**config.mk**
```make
export PLATFORM = sky130hd
export DESIGN_NAME = modulo_es
export DESIGN_NICKNAME = d
export VERILOG_FILES = /design/src/rtl/modulo_es.sv
export SDC_FILE = /design/constraint.sdc
export NUM_CORES = 1
export LEC_CHECK = 0
export ABC_AREA = 1
export CORE_UTILIZATION = 50
export CTS_CLUSTER_DIAMETER = 80
export DETAILED_ROUTE_END_ITERATION = 6
export PLACE_DENSITY = 0.84
export RECOVER_POWER = 100
export SYNTH_ARGS = -nofsm -noshare
export SYNTH_HDL_FRONTEND = slang
export SYNTH_SLANG_ARGS = --single-unit
```
**constraint.sdc**
```tcl
create_clock -name clk -period 4.3 [get_ports clk]
set_input_delay 0.86 -clock clk [delete_from_list [all_inputs] [get_ports clk]]
set_output_delay 0.86 -clock clk [all_outputs]
set_load 0.03 [all_outputs]
```
**src/rtl/modulo_es.sv**
```systemverilog
// Memory-mapped I/O responder: four output ports, four synchronized input ports.
// Optional prescaled down-counting timer with flag and irq, built when ES_TIMER_EN is defined.
module modulo_es #(
    parameter int PRESCALE = 4
) (
    input  logic        clk,
    input  logic        reset,
    input  logic        activar,
    input  logic        escribir,
    input  logic [6:0]  dir,
    input  logic [7:0]  dato_in,
    output logic [7:0]  dato_out,
    input  logic [31:0] entradas,
    output logic [31:0] salidas,
    output logic        irq
);

    if (PRESCALE < 1 || PRESCALE > 255) begin : g_bad_prescale
        $error("modulo_es: PRESCALE must be in 1..255");
    end

    logic        we;
    logic        sel_out;
    logic        sel_in;
    logic [4:0]  lane;
    logic [31:0] sync1;
    logic [31:0] sync2;
    logic [31:0] outs;
    logic [7:0]  rdata;

    assign we      = activar & escribir;
    assign sel_out = (dir[6:2] == 5'd0);
    assign sel_in  = (dir[6:2] == 5'd1);
    assign lane    = {dir[1:0], 3'b000};

    always_ff @(posedge clk or posedge reset) begin
        if (reset) begin
            sync1 <= '0;
            sync2 <= '0;
            outs  <= '0;
        end else begin
            sync1 <= entradas;
            sync2 <= sync1;
            if (we && sel_out)
                outs[lane +: 8] <= dato_in;
        end
    end

    assign salidas = outs;

`ifdef ES_TIMER_EN
    localparam logic [7:0] PMAX = 8'(PRESCALE - 1);

    logic [7:0] reload;
    logic [7:0] count;
    logic [7:0] presc;
    logic       en;
    logic       ar;
    logic       ie;
    logic       flag;
    logic       irq_q;
    logic       wr_reload;
    logic       wr_ctrl;
    logic       wr_stat;
    logic       tick;
    logic       expire;

    assign wr_reload = we && (dir == 7'h08);
    assign wr_ctrl   = we && (dir == 7'h09);
    assign wr_stat   = we && (dir == 7'h0A);
    assign tick      = en && (presc == PMAX);
    assign expire    = tick && (count == 8'd0);

    always_ff @(posedge clk or posedge reset) begin
        if (reset) begin
            reload <= '0;
            count  <= '0;
            presc  <= '0;
            en     <= 1'b0;
            ar     <= 1'b0;
            ie     <= 1'b0;
            flag   <= 1'b0;
            irq_q  <= 1'b0;
        end else begin
            // Enabling from idle restarts the prescale phase
            if (wr_ctrl && dato_in[0] && !en)
                presc <= '0;
            else if (en)
                presc <= tick ? 8'd0 : presc + 8'd1;

            if (wr_reload)
                reload <= dato_in;

            if (wr_reload)
                count <= dato_in;
            else if (tick) begin
                if (count != 8'd0)
                    count <= count - 8'd1;
                else if (ar)
                    count <= reload;
            end

            if (wr_ctrl) begin
                en <= dato_in[0];
                ar <= dato_in[1];
                ie <= dato_in[2];
            end else if (expire && !ar) begin
                en <= 1'b0;
            end

            // Expiry beats a simultaneous W1C
            if (expire)
                flag <= 1'b1;
            else if (wr_stat && dato_in[0])
                flag <= 1'b0;

            irq_q <= flag & ie;
        end
    end

    assign irq = irq_q;

    always_comb begin
        rdata = 8'h00;
        unique case (1'b1)
            sel_out:           rdata = outs[lane +: 8];
            sel_in:            rdata = sync2[lane +: 8];
            (dir == 7'h08):    rdata = reload;
            (dir == 7'h09):    rdata = {5'b0, ie, ar, en};
            (dir == 7'h0A):    rdata = {7'b0, flag};
            (dir == 7'h0B):    rdata = count;
            default:           rdata = 8'h00;
        endcase
    end
`else
    assign irq = 1'b0;

    always_comb begin
        rdata = 8'h00;
        unique case (1'b1)
            sel_out: rdata = outs[lane +: 8];
            sel_in:  rdata = sync2[lane +: 8];
            default: rdata = 8'h00;
        endcase
    end
`endif

    assign dato_out = activar ? rdata : 8'h00;

endmodule

```
==> flow_summary.ini, run 1 <==
[floorplanning]
core.rowCount = 32
area_of_the_core_sq_um = 7730
io-pin-count = 92
initial_utilization = 0.519
die_x_microns = 91.6
die-height_microns = 91.6
design.die.area_sq_um = 8390

[sta]
grt_setup_unrepaired = false
tightestPinTransition_ps = 2750
finClkSkew_ps = 10.6
setup-violations-final = 0
timing.fmax_mhz = 264
share_of_the_clock_period_used_by_the_worst_path = 0.881
fin_tns_setup_ps = 0
fin_worst_hold_slack_ps = 346
final_period_minus_worst_setup_slack_ps = 3790
final_hold_violations = 0
slew-limit-headroom = -0.845
finalMaxSlewViolations = 68

[clock_tree]
clock_latency_ps = 360
numCtsBuffers = 9
tritoncts = done
cts-root-buf = sky130_fd_sc_hd__clkbuf_8
cts.sinks = 96
postCtsSetupRepairBufs = 0
worst_setup_hold_path_clk_slew_ps = 100
cts_resized = 0
cts.htree.levels = 3
post_cts_hold_buffer_count = 0
cts_buffer_depth = 2

[setup_path]
timing.setup.critical_path_class = in2out
slowest_delay_ps = 510
cp-end-kind = output pin
crit_family = buffers and inverters
worst_path_most_repeated_cell = sky130_fd_sc_hd__nand3_1
timing.critical_path.arrival_ps = 2930
worst-r2r-setup-slack_ps = 3540
crit_fanout = 40
regToRegStartpoint = salidas[19]
crit_path_end = dato_out[4]
path_cells = clkdlybuf4s50_1 -> inv_1 -> nand3_1 -> buf_4 -> nand2_1 -> nand3_1 -> nand3_1 -> nand2_1 -> nor2_1 -> buf_4
timing.rr.end = salidas[19]
start_kind = input pin
crit_start = dir[6]
reg2reg_depth = 2
slowest_cell_on_crit_path = sky130_fd_sc_hd__inv_1
worst-path-buf-inv = 4
critical_path_depth = 10
timing.critical_path.required_ps = 3440

[global_routing]
track_usage = 0.239
grt_antenna_before_repair = 0
vias_in_the_first_global_route = 3124
grt_max_degree = 68
grt_pass1_wl_microns = 15100
grt_overflow = 0

[logic_synthesis]
ys_top_cells_by_area = sky130_fd_sc_hd__dfrtp_1 60%, sky130_fd_sc_hd__nand3_1 6.9%, sky130_fd_sc_hd__nand2_1 6.7%
syn-instance-count = 440
yosys.area.top_type = sky130_fd_sc_hd__dfrtp_1
post_syn_area_sq_um = 4010
netlist.area_leader.share = 0.599
yosysUniqueCellTypes = 21
yosysWarnings = 0
syn_avg_cell_area_sq_um = 9.12
ys_seq_area_frac = 0.599
mapped_nets = 496
ys_ff_latch = 96

[pwr]
internal-power_uw = 1290
comb_power_share = 0.158
power-per-cell-area_nw_per_um2 = 353
power_switching_uw = 533
seq_power_share = 0.538
vdd_drop_max_mv = 0.303
netSwitchingFraction = 0.293
portion_of_total_power_attributed_to_the_clock_network = 0.303
p_leak_uw = 0.00238

[cells_and_area]
num-nets-final = 582
commonest_cells_after_routing_fill_and_taps_aside = 96 x sky130_fd_sc_hd__dfrtp_1, 72 x sky130_fd_sc_hd__nand2_1, 71 x sky130_fd_sc_hd__inv_1, 66 x sky130_fd_sc_hd__dlygate4sd3_1, 55 x sky130_fd_sc_hd__nand3_1
seqCellArea_sq_um = 2400
drive_above_1_share = 0.0717
fillCellCount = 642
final_design_area_no_fill_sq_um = 5140
multiInputGateArea_sq_um = 1240
layout.cells.most_common = sky130_fd_sc_hd__dfrtp_1
area_growth_pct = 28.2
antenna_cells = 0

[drt]
iteration_0_drc_count_of_the_detailed_router = 311
drc = 0
via_count = 3162
detailedRoute.firstPassIterationCount = 5
finalWirelength_microns = 9280
routed_wire_length_per_instance_microns = 14.7
antenna_left = 0
routed_via_density = 5.00

[worst_hold_path]
min_path_cells = 0
min_path_type = reg2reg

[place]
finalWeightedCongestion = 0.942
place_area_sq_um = 4970
detailedPlacementHpwl_microns = 7230
port-buffer-count = 90

[run_status]
status = finished, violations left
violations = max-capacitance violations, max-slew violations

[run]
drv.max_cap_violation_count = 1
[cells by family after synthesis]
kind of cell / Yosys count / synth area share
flops: 96 / 0.599
other cells: 1 / 0.000934
compound gates: 32 / 0.0399
simple gates: 211 / 0.252
buf+inv: 95 / 0.0935
fa+ha+maj: 5 / 0.0156
[sequential cells by signal, indices dropped and copies added, names as in the netlist]
signal   cells
sync1       32
salidas     32
sync2       32
[worst reg2reg max path, cell delays in order, from the launching register on]
cell                      delay [ps]
sky130_fd_sc_hd__dfrtp_1         390
sky130_fd_sc_hd__inv_1           130
sky130_fd_sc_hd__o21ai_0         120
[area by class of cell]
| cell class | count | share of cell area |
|---|---|---|
| clock inverters | 6 | 0.0112 |
| inverters | 74 | 0.0542 |
| flip-flops and latches | 96 | 0.467 |
| multi-input cells | 249 | 0.240 |
| repair buffers | 96 | 0.179 |
| clock buffers | 9 | 0.0241 |
| well taps | 102 | 0.0248 |
[synthesized netlist by cell type]
cell	n
sky130_fd_sc_hd__clkbuf_1	15
sky130_fd_sc_hd__buf_1	1
sky130_fd_sc_hd__nor2_2	1
sky130_fd_sc_hd__nor3_1	5
sky130_fd_sc_hd__o21ai_1	6
sky130_fd_sc_hd__ha_1	5
sky130_fd_sc_hd__nand3_1	55
sky130_fd_sc_hd__nand3_4	1
sky130_fd_sc_hd__nand2_2	1
sky130_fd_sc_hd__clkinv_1	1
sky130_fd_sc_hd__conb_1	1
sky130_fd_sc_hd__nand4_1	24
sky130_fd_sc_hd__buf_4	5
sky130_fd_sc_hd__nor2_1	41
sky130_fd_sc_hd__inv_2	2
sky130_fd_sc_hd__nand3b_1	5
sky130_fd_sc_hd__nor2_4	6
sky130_fd_sc_hd__inv_1	71
sky130_fd_sc_hd__nand2_1	72
sky130_fd_sc_hd__o21ai_0	26
sky130_fd_sc_hd__dfrtp_1	96
[metal layers]
metal  part of all wire  routed length [microns]  vias up  track usage
li1                   -                        -     1550            -
met1               0.44                     4110     1455        0.332
met2               0.47                     4380      137        0.370
met3              0.061                      564       20       0.0394
met4              0.024                      227        0        0.107
met5                  0                        0        -            0
[metrics by stage]
step / total power [uW] / setup WS (ps) / utilization / cells
CTS: 1850 / 755 / 0.667 / 632
finish: 1820 / 511 / 0.666 / 632
global placement: 1300 / 763 / 0.643 / 617
detailed placement: 1300 / 762 / 0.643 / 617
global route: 1900 / 273 / 0.666 / 632
floorplan: 1160 / 935 / - / 440
[power groups by stage]
stage          clock [uW]  sequential, uW  combinational [uW]
4_1_cts               562             980                 306
5_1_grt               603             985                 315
2_1_floorplan           0            1040                 115
3_3_place_gp            0             996                 303
3_5_place_dp            0             997                 306
6_report              551             979                 288
[how the worst min path moves through the flow]
stage	start	endpoint
2_1_floorplan	sync1[0]	sync2[0]
3_3_place_gp	sync1[1]	sync2[1]
3_5_place_dp	sync1[10]	sync2[10]
4_1_cts	sync1[17]	sync2[17]
5_1_grt	sync1[19]	sync2[19]
6_report	sync1[17]	sync2[17]
No activity file was read; power rests on OpenSTA's default activity.
==> run 2: changes to the inputs <==
--- a/config.mk
+++ b/config.mk
@@ -11,6 +11,7 @@
 export DETAILED_ROUTE_END_ITERATION = 6
 export PLACE_DENSITY = 0.84
 export RECOVER_POWER = 100
+export SLEW_MARGIN = 10
 export SYNTH_ARGS = -nofsm -noshare
 export SYNTH_HDL_FRONTEND = slang
 export SYNTH_SLANG_ARGS = --single-unit
==> constraint.sdc (replaced) <==
create_clock -name clk -period 4.3 [get_ports clk]
set_input_delay 0.86 -clock clk [delete_from_list [all_inputs] [get_ports clk]]
set_output_delay 0.86 -clock clk [all_outputs]
set_load 0.1 [all_outputs]
==> run 2 against run 1 <==
- the flow still finishes with violations (max-capacitance violations, max-slew violations)
- worst hold slack better by 1.8 ps
- die area stayed put
- first-iteration DRC count is 20% higher
- total power is 8.1% higher
- clock power is 1% higher
- clock skew is 1.6 ps lower
- sequential power hardly changed
- critical path type unchanged
- largest power group unchanged
==> flow_summary.ini, run 2 (synthesis gave the netlist of run 1 again) <==
[place]
port-buffer-count = 90
place_area_sq_um = 5080
finalWeightedCongestion = 0.932
detailedPlacementHpwl_microns = 7030

[sta]
share_of_the_clock_period_used_by_the_worst_path = 0.918
final_period_minus_worst_setup_slack_ps = 3950
final_hold_violations = 0
grt_setup_unrepaired = false
finClkSkew_ps = 8.93
finalMaxSlewViolations = 69
timing.fmax_mhz = 253
slew-limit-headroom = -0.134
fin_tns_setup_ps = 0
tightestPinTransition_ps = 1700
fin_worst_hold_slack_ps = 348
setup-violations-final = 0

[global_routing]
vias_in_the_first_global_route = 3147
grt_max_degree = 41
grt_antenna_before_repair = 0
track_usage = 0.246
grt_pass1_wl_microns = 15400
grt_overflow = 0

[floorplanning]
design.die.area_sq_um = 8390
die_x_microns = 91.6
die-height_microns = 91.6
core.rowCount = 32
initial_utilization = 0.519
io-pin-count = 92
area_of_the_core_sq_um = 7730

[run_status]
violations = max-capacitance violations, max-slew violations
status = finished, violations left

[clock_tree]
cts.sinks = 96
numCtsBuffers = 9
worst_setup_hold_path_clk_slew_ps = 100
clock_latency_ps = 360
tritoncts = done
cts-root-buf = sky130_fd_sc_hd__clkbuf_8
cts_resized = 0
cts_buffer_depth = 2
post_cts_hold_buffer_count = 0
postCtsSetupRepairBufs = 0
cts.htree.levels = 3

[cells_and_area]
num-nets-final = 583
drive_above_1_share = 0.0771
area_growth_pct = 28.7
final_util = 0.668
layout.cells.most_common = sky130_fd_sc_hd__dfrtp_1
final_design_area_no_fill_sq_um = 5160
commonest_cells_after_routing_fill_and_taps_aside = 96 x sky130_fd_sc_hd__dfrtp_1, 72 x sky130_fd_sc_hd__nand2_1, 70 x sky130_fd_sc_hd__inv_1, 66 x sky130_fd_sc_hd__dlygate4sd3_1, 55 x sky130_fd_sc_hd__nand3_1
fillCellCount = 630
antenna_cells = 0

[setup_path]
start_kind = input pin
reg2reg_depth = 2
timing.setup.critical_path_class = in2out
cp-end-kind = output pin
timing.critical_path.arrival_ps = 3090
crit_fanout = 11
timing.critical_path.required_ps = 3440

[pwr]
power_switching_uw = 682
portion_of_total_power_attributed_to_the_clock_network = 0.283
seq_power_share = 0.498
netSwitchingFraction = 0.347
vdd_drop_max_mv = 0.254
power-per-cell-area_nw_per_um2 = 381
comb_power_share = 0.219
p_leak_uw = 0.00238
internal-power_uw = 1280

[run]
drv.max_cap_violation_count = 2

[drt]
routed_wire_length_per_instance_microns = 14.6
iteration_0_drc_count_of_the_detailed_router = 374
finalWirelength_microns = 9230
routed_via_density = 5.01
drc = 0
detailedRoute.firstPassIterationCount = 5
via_count = 3178
antenna_left = 0

[worst_hold_path]
min_path_cells = 0
min_path_type = reg2reg
==> run 2: cell types whose count changed in the layout (fill, tap and decap cells not counted), sizes merged <==
| cell | before | now |
|---|---|---|
| clkbuf | 11 | 17 |
| buf | 12 | 7 |
| clkinv | 2 | 4 |
| inv | 77 | 76 |
==> run 2: critical path, stage by stage <==
cell	delay, ps
sky130_fd_sc_hd__dlygate4sd3_1	860
sky130_fd_sc_hd__clkinv_1	420
sky130_fd_sc_hd__nand2_1	180
sky130_fd_sc_hd__nor2_1	50
sky130_fd_sc_hd__nor2_1	200
sky130_fd_sc_hd__clkbuf_2	500
==> run 2: per-layer routing <==
metal	share of wire	global-route usage	wire length, microns	vias up
li1	-	-	-	1555
met1	0.43	0.343	3970	1439
met2	0.47	0.368	4300	155
met3	0.064	0.0377	587	29
met4	0.041	0.139	376	0
met5	0	0	0	-
==> run 2: worst paths after layout <==
kind                       startpoint          end  slack (ps)
max                            dir[1]  dato_out[2]         350
min                          sync1[8]     sync2[8]         350
max reg2reg                salidas[1]   salidas[1]        3560
min reg2reg                  sync1[8]     sync2[8]         350
max in group asynchronous       reset     sync1[6]        1040
min in group asynchronous       reset    sync2[26]        1180
==> run 2: metrics by stage <==
stage	total power [uW]	worst slack, ps	std cells
finish	1970	353	634
global route	2050	244	634
CTS	2000	613	634
detailed placement	1450	633	618
global placement	1440	630	618
floorplan	1300	502	440
==> run 2: area by class of cell <==
class / count / area, sq um / share of cell area
Inverter: 74 / 279 / 0.0540
Multi-Input combinational cell: 249 / 1240 / 0.239
Sequential cell: 96 / 2400 / 0.465
Tap cell: 102 / 128 / 0.0247
Clock buffer: 9 / 124 / 0.0240
Timing Repair Buffer: 97 / 936 / 0.181
Clock inverter: 7 / 60.1 / 0.0116
==> run 2: power by group through the flow <==
stage	registers, uW	logic [uW]	clock network (uW)
2_1_floorplan	1170	124	0
3_5_place_dp	998	450	0
5_1_grt	985	457	610
6_report	979	431	557
4_1_cts	981	452	570
3_3_place_gp	996	447	0
==> run 3: changes to the inputs <==
--- a/config.mk
+++ b/config.mk
@@ -9,6 +9,7 @@
 export CORE_UTILIZATION = 50
 export CTS_CLUSTER_DIAMETER = 80
 export DETAILED_ROUTE_END_ITERATION = 6
+export GPL_ROUTABILITY_DRIVEN = 0
 export PLACE_DENSITY = 0.84
 export RECOVER_POWER = 100
 export SLEW_MARGIN = 10
==> run 3 against run 2 <==
- the flow still finishes with violations (max-capacitance violations, max-slew violations)
- setup slack improved by 85 ps
- clock power rose by 2%
- flip-flop and latch count did not move
- sequential power barely moved
- non-clock buffer count did not move
- register-to-register slack barely moved
- cell count did not move
- core utilization rose by 0.16 points
- global-route usage fell by 0.91 points
- sequential share of layout area fell by 0.11 points
- critical endpoint is now dato_out[7]
- largest power group unchanged
==> flow_summary.ini, run 3 (synthesis gave the netlist of run 1 again) <==
[place]
detailedPlacementHpwl_microns = 6770
place_area_sq_um = 5080
port-buffer-count = 90

[drt]
finalWirelength_microns = 9070
routed_via_density = 5.19
met2WireLength_microns = 4390
detailedRoute.firstPassIterationCount = 5
wl_met1_microns = 3670
via_count = 3293
routed.top_layer = met4
iteration_0_drc_count_of_the_detailed_router = 415
routed_wire_length_per_instance_microns = 14.3
drc = 0
routed-wl-met3_microns = 777
antenna_left = 0

[clock_tree]
worst_setup_hold_path_clk_slew_ps = 80
postCtsSetupRepairBufs = 0
cts.sinks = 96
post_cts_hold_buffer_count = 0
cts_buffer_depth = 2
cts-root-buf = sky130_fd_sc_hd__clkbuf_8
cts.htree.levels = 3
clock_latency_ps = 360
numCtsBuffers = 9
cts_resized = 0
tritoncts = done

[global_routing]
grt_max_degree = 63
grt_antenna_before_repair = 0
grt_overflow = 0
track_usage = 0.237
vias_in_the_first_global_route = 3132
grt_pass1_wl_microns = 15200

[sta]
fin_tns_setup_ps = 0
final_period_minus_worst_setup_slack_ps = 3860
setup-violations-final = 0
final_hold_violations = 0
tightestPinTransition_ps = 2480
finalMaxSlewViolations = 63
grt_setup_unrepaired = false
timing.fmax_mhz = 259
share_of_the_clock_period_used_by_the_worst_path = 0.898
finClkSkew_ps = 8.57
slew-limit-headroom = -0.666

[setup_path]
cp-end-kind = output pin
timing.setup.critical_path_class = in2out
crit_fanout = 40
timing.critical_path.arrival_ps = 3000
timing.critical_path.required_ps = 3440
worst-r2r-setup-slack_ps = 3560
start_kind = input pin
reg2reg_depth = 2

[worst_hold_path]
min_path_cells = 0
min_path_type = reg2reg

[cells_and_area]
commonest_cells_after_routing_fill_and_taps_aside = 96 x sky130_fd_sc_hd__dfrtp_1, 72 x sky130_fd_sc_hd__nand2_1, 70 x sky130_fd_sc_hd__inv_1, 66 x sky130_fd_sc_hd__dlygate4sd3_1, 55 x sky130_fd_sc_hd__nand3_1
area_growth_pct = 29.0
antenna_cells = 0
final_design_area_no_fill_sq_um = 5180
num-nets-final = 583
drive_above_1_share = 0.0771
layout.cells.most_common = sky130_fd_sc_hd__dfrtp_1
final_util = 0.670

[run_status]
status = finished, violations left
violations = max-capacitance violations, max-slew violations

[floorplanning]
die_x_microns = 91.6
core.rowCount = 32
initial_utilization = 0.519
io-pin-count = 92
design.die.area_sq_um = 8390
die-height_microns = 91.6
area_of_the_core_sq_um = 7730

[pwr]
p_leak_uw = 0.00238
vdd_drop_max_mv = 0.222
power-per-cell-area_nw_per_um2 = 383

[run]
drv.max_cap_violation_count = 1
run 3: changes by cell type in the layout (fill, tap and decap cells not counted):
cell                         delta
sky130_fd_sc_hd__clkbuf_8       +1
sky130_fd_sc_hd__clkinv_2       -1
sky130_fd_sc_hd__clkinv_4       -1
sky130_fd_sc_hd__clkinvlp_4     +1
sky130_fd_sc_hd__inv_6          -2
sky130_fd_sc_hd__inv_8          +2
run 3: worst paths after layout:
check | start | to
max | dir[6] | dato_out[7]
min | sync1[14] | sync2[14]
max reg2reg | salidas[28] | salidas[28]
min reg2reg | sync1[14] | sync2[14]
max in group asynchronous | reset | salidas[2]
min in group asynchronous | reset | sync1[29]
run 3: layout make-up:
| cell class | instances | area [sq um] |
|---|---|---|
| clock inverters | 6 | 58.8 |
| repair buffers | 97 | 936 |
| multi-input cells | 249 | 1240 |
| inverters | 74 | 279 |
| well taps | 102 | 128 |
| clock buffers | 10 | 138 |
| fillers | 611 | 2550 |
| flip-flops and latches | 96 | 2400 |
run 3: critical path, cell delays in order:
cell	delay, ps
sky130_fd_sc_hd__clkdlybuf4s50_1	430
sky130_fd_sc_hd__inv_2	320
sky130_fd_sc_hd__nand3_1	120
sky130_fd_sc_hd__buf_4	260
sky130_fd_sc_hd__nand2_1	110
sky130_fd_sc_hd__nand3_1	90
sky130_fd_sc_hd__nand3_1	110
sky130_fd_sc_hd__nand2_1	70
sky130_fd_sc_hd__nor2_1	140
sky130_fd_sc_hd__clkbuf_2	480
run 3: stage by stage:
stage,std cells,total power [uW],setup WS [ps],hold slack [ps]
3_5_place_dp,618,1450,682,335
5_1_grt,634,2060,273,361
4_1_cts,634,2010,647,355
3_3_place_gp,618,1440,693,332
2_1_floorplan,440,1300,502,331
6_report,634,1980,438,353
run 3: report_power, final:
part / internal (uW) / switching [uW] / leakage (uW) / total, uW
Combinational: 106 / 328 / 0.00124 / 433
Clock: 241 / 328 / 0.0000988 / 569
Sequential: 957 / 21.8 / 0.00104 / 979
run 3: layer usage:
layer / vias to the layer above / GRT usage
met5: - / 0
met4: 0 / 0.102
met3: 25 / 0.0452
met2: 196 / 0.382
met1: 1516 / 0.313
li1: 1556 / -
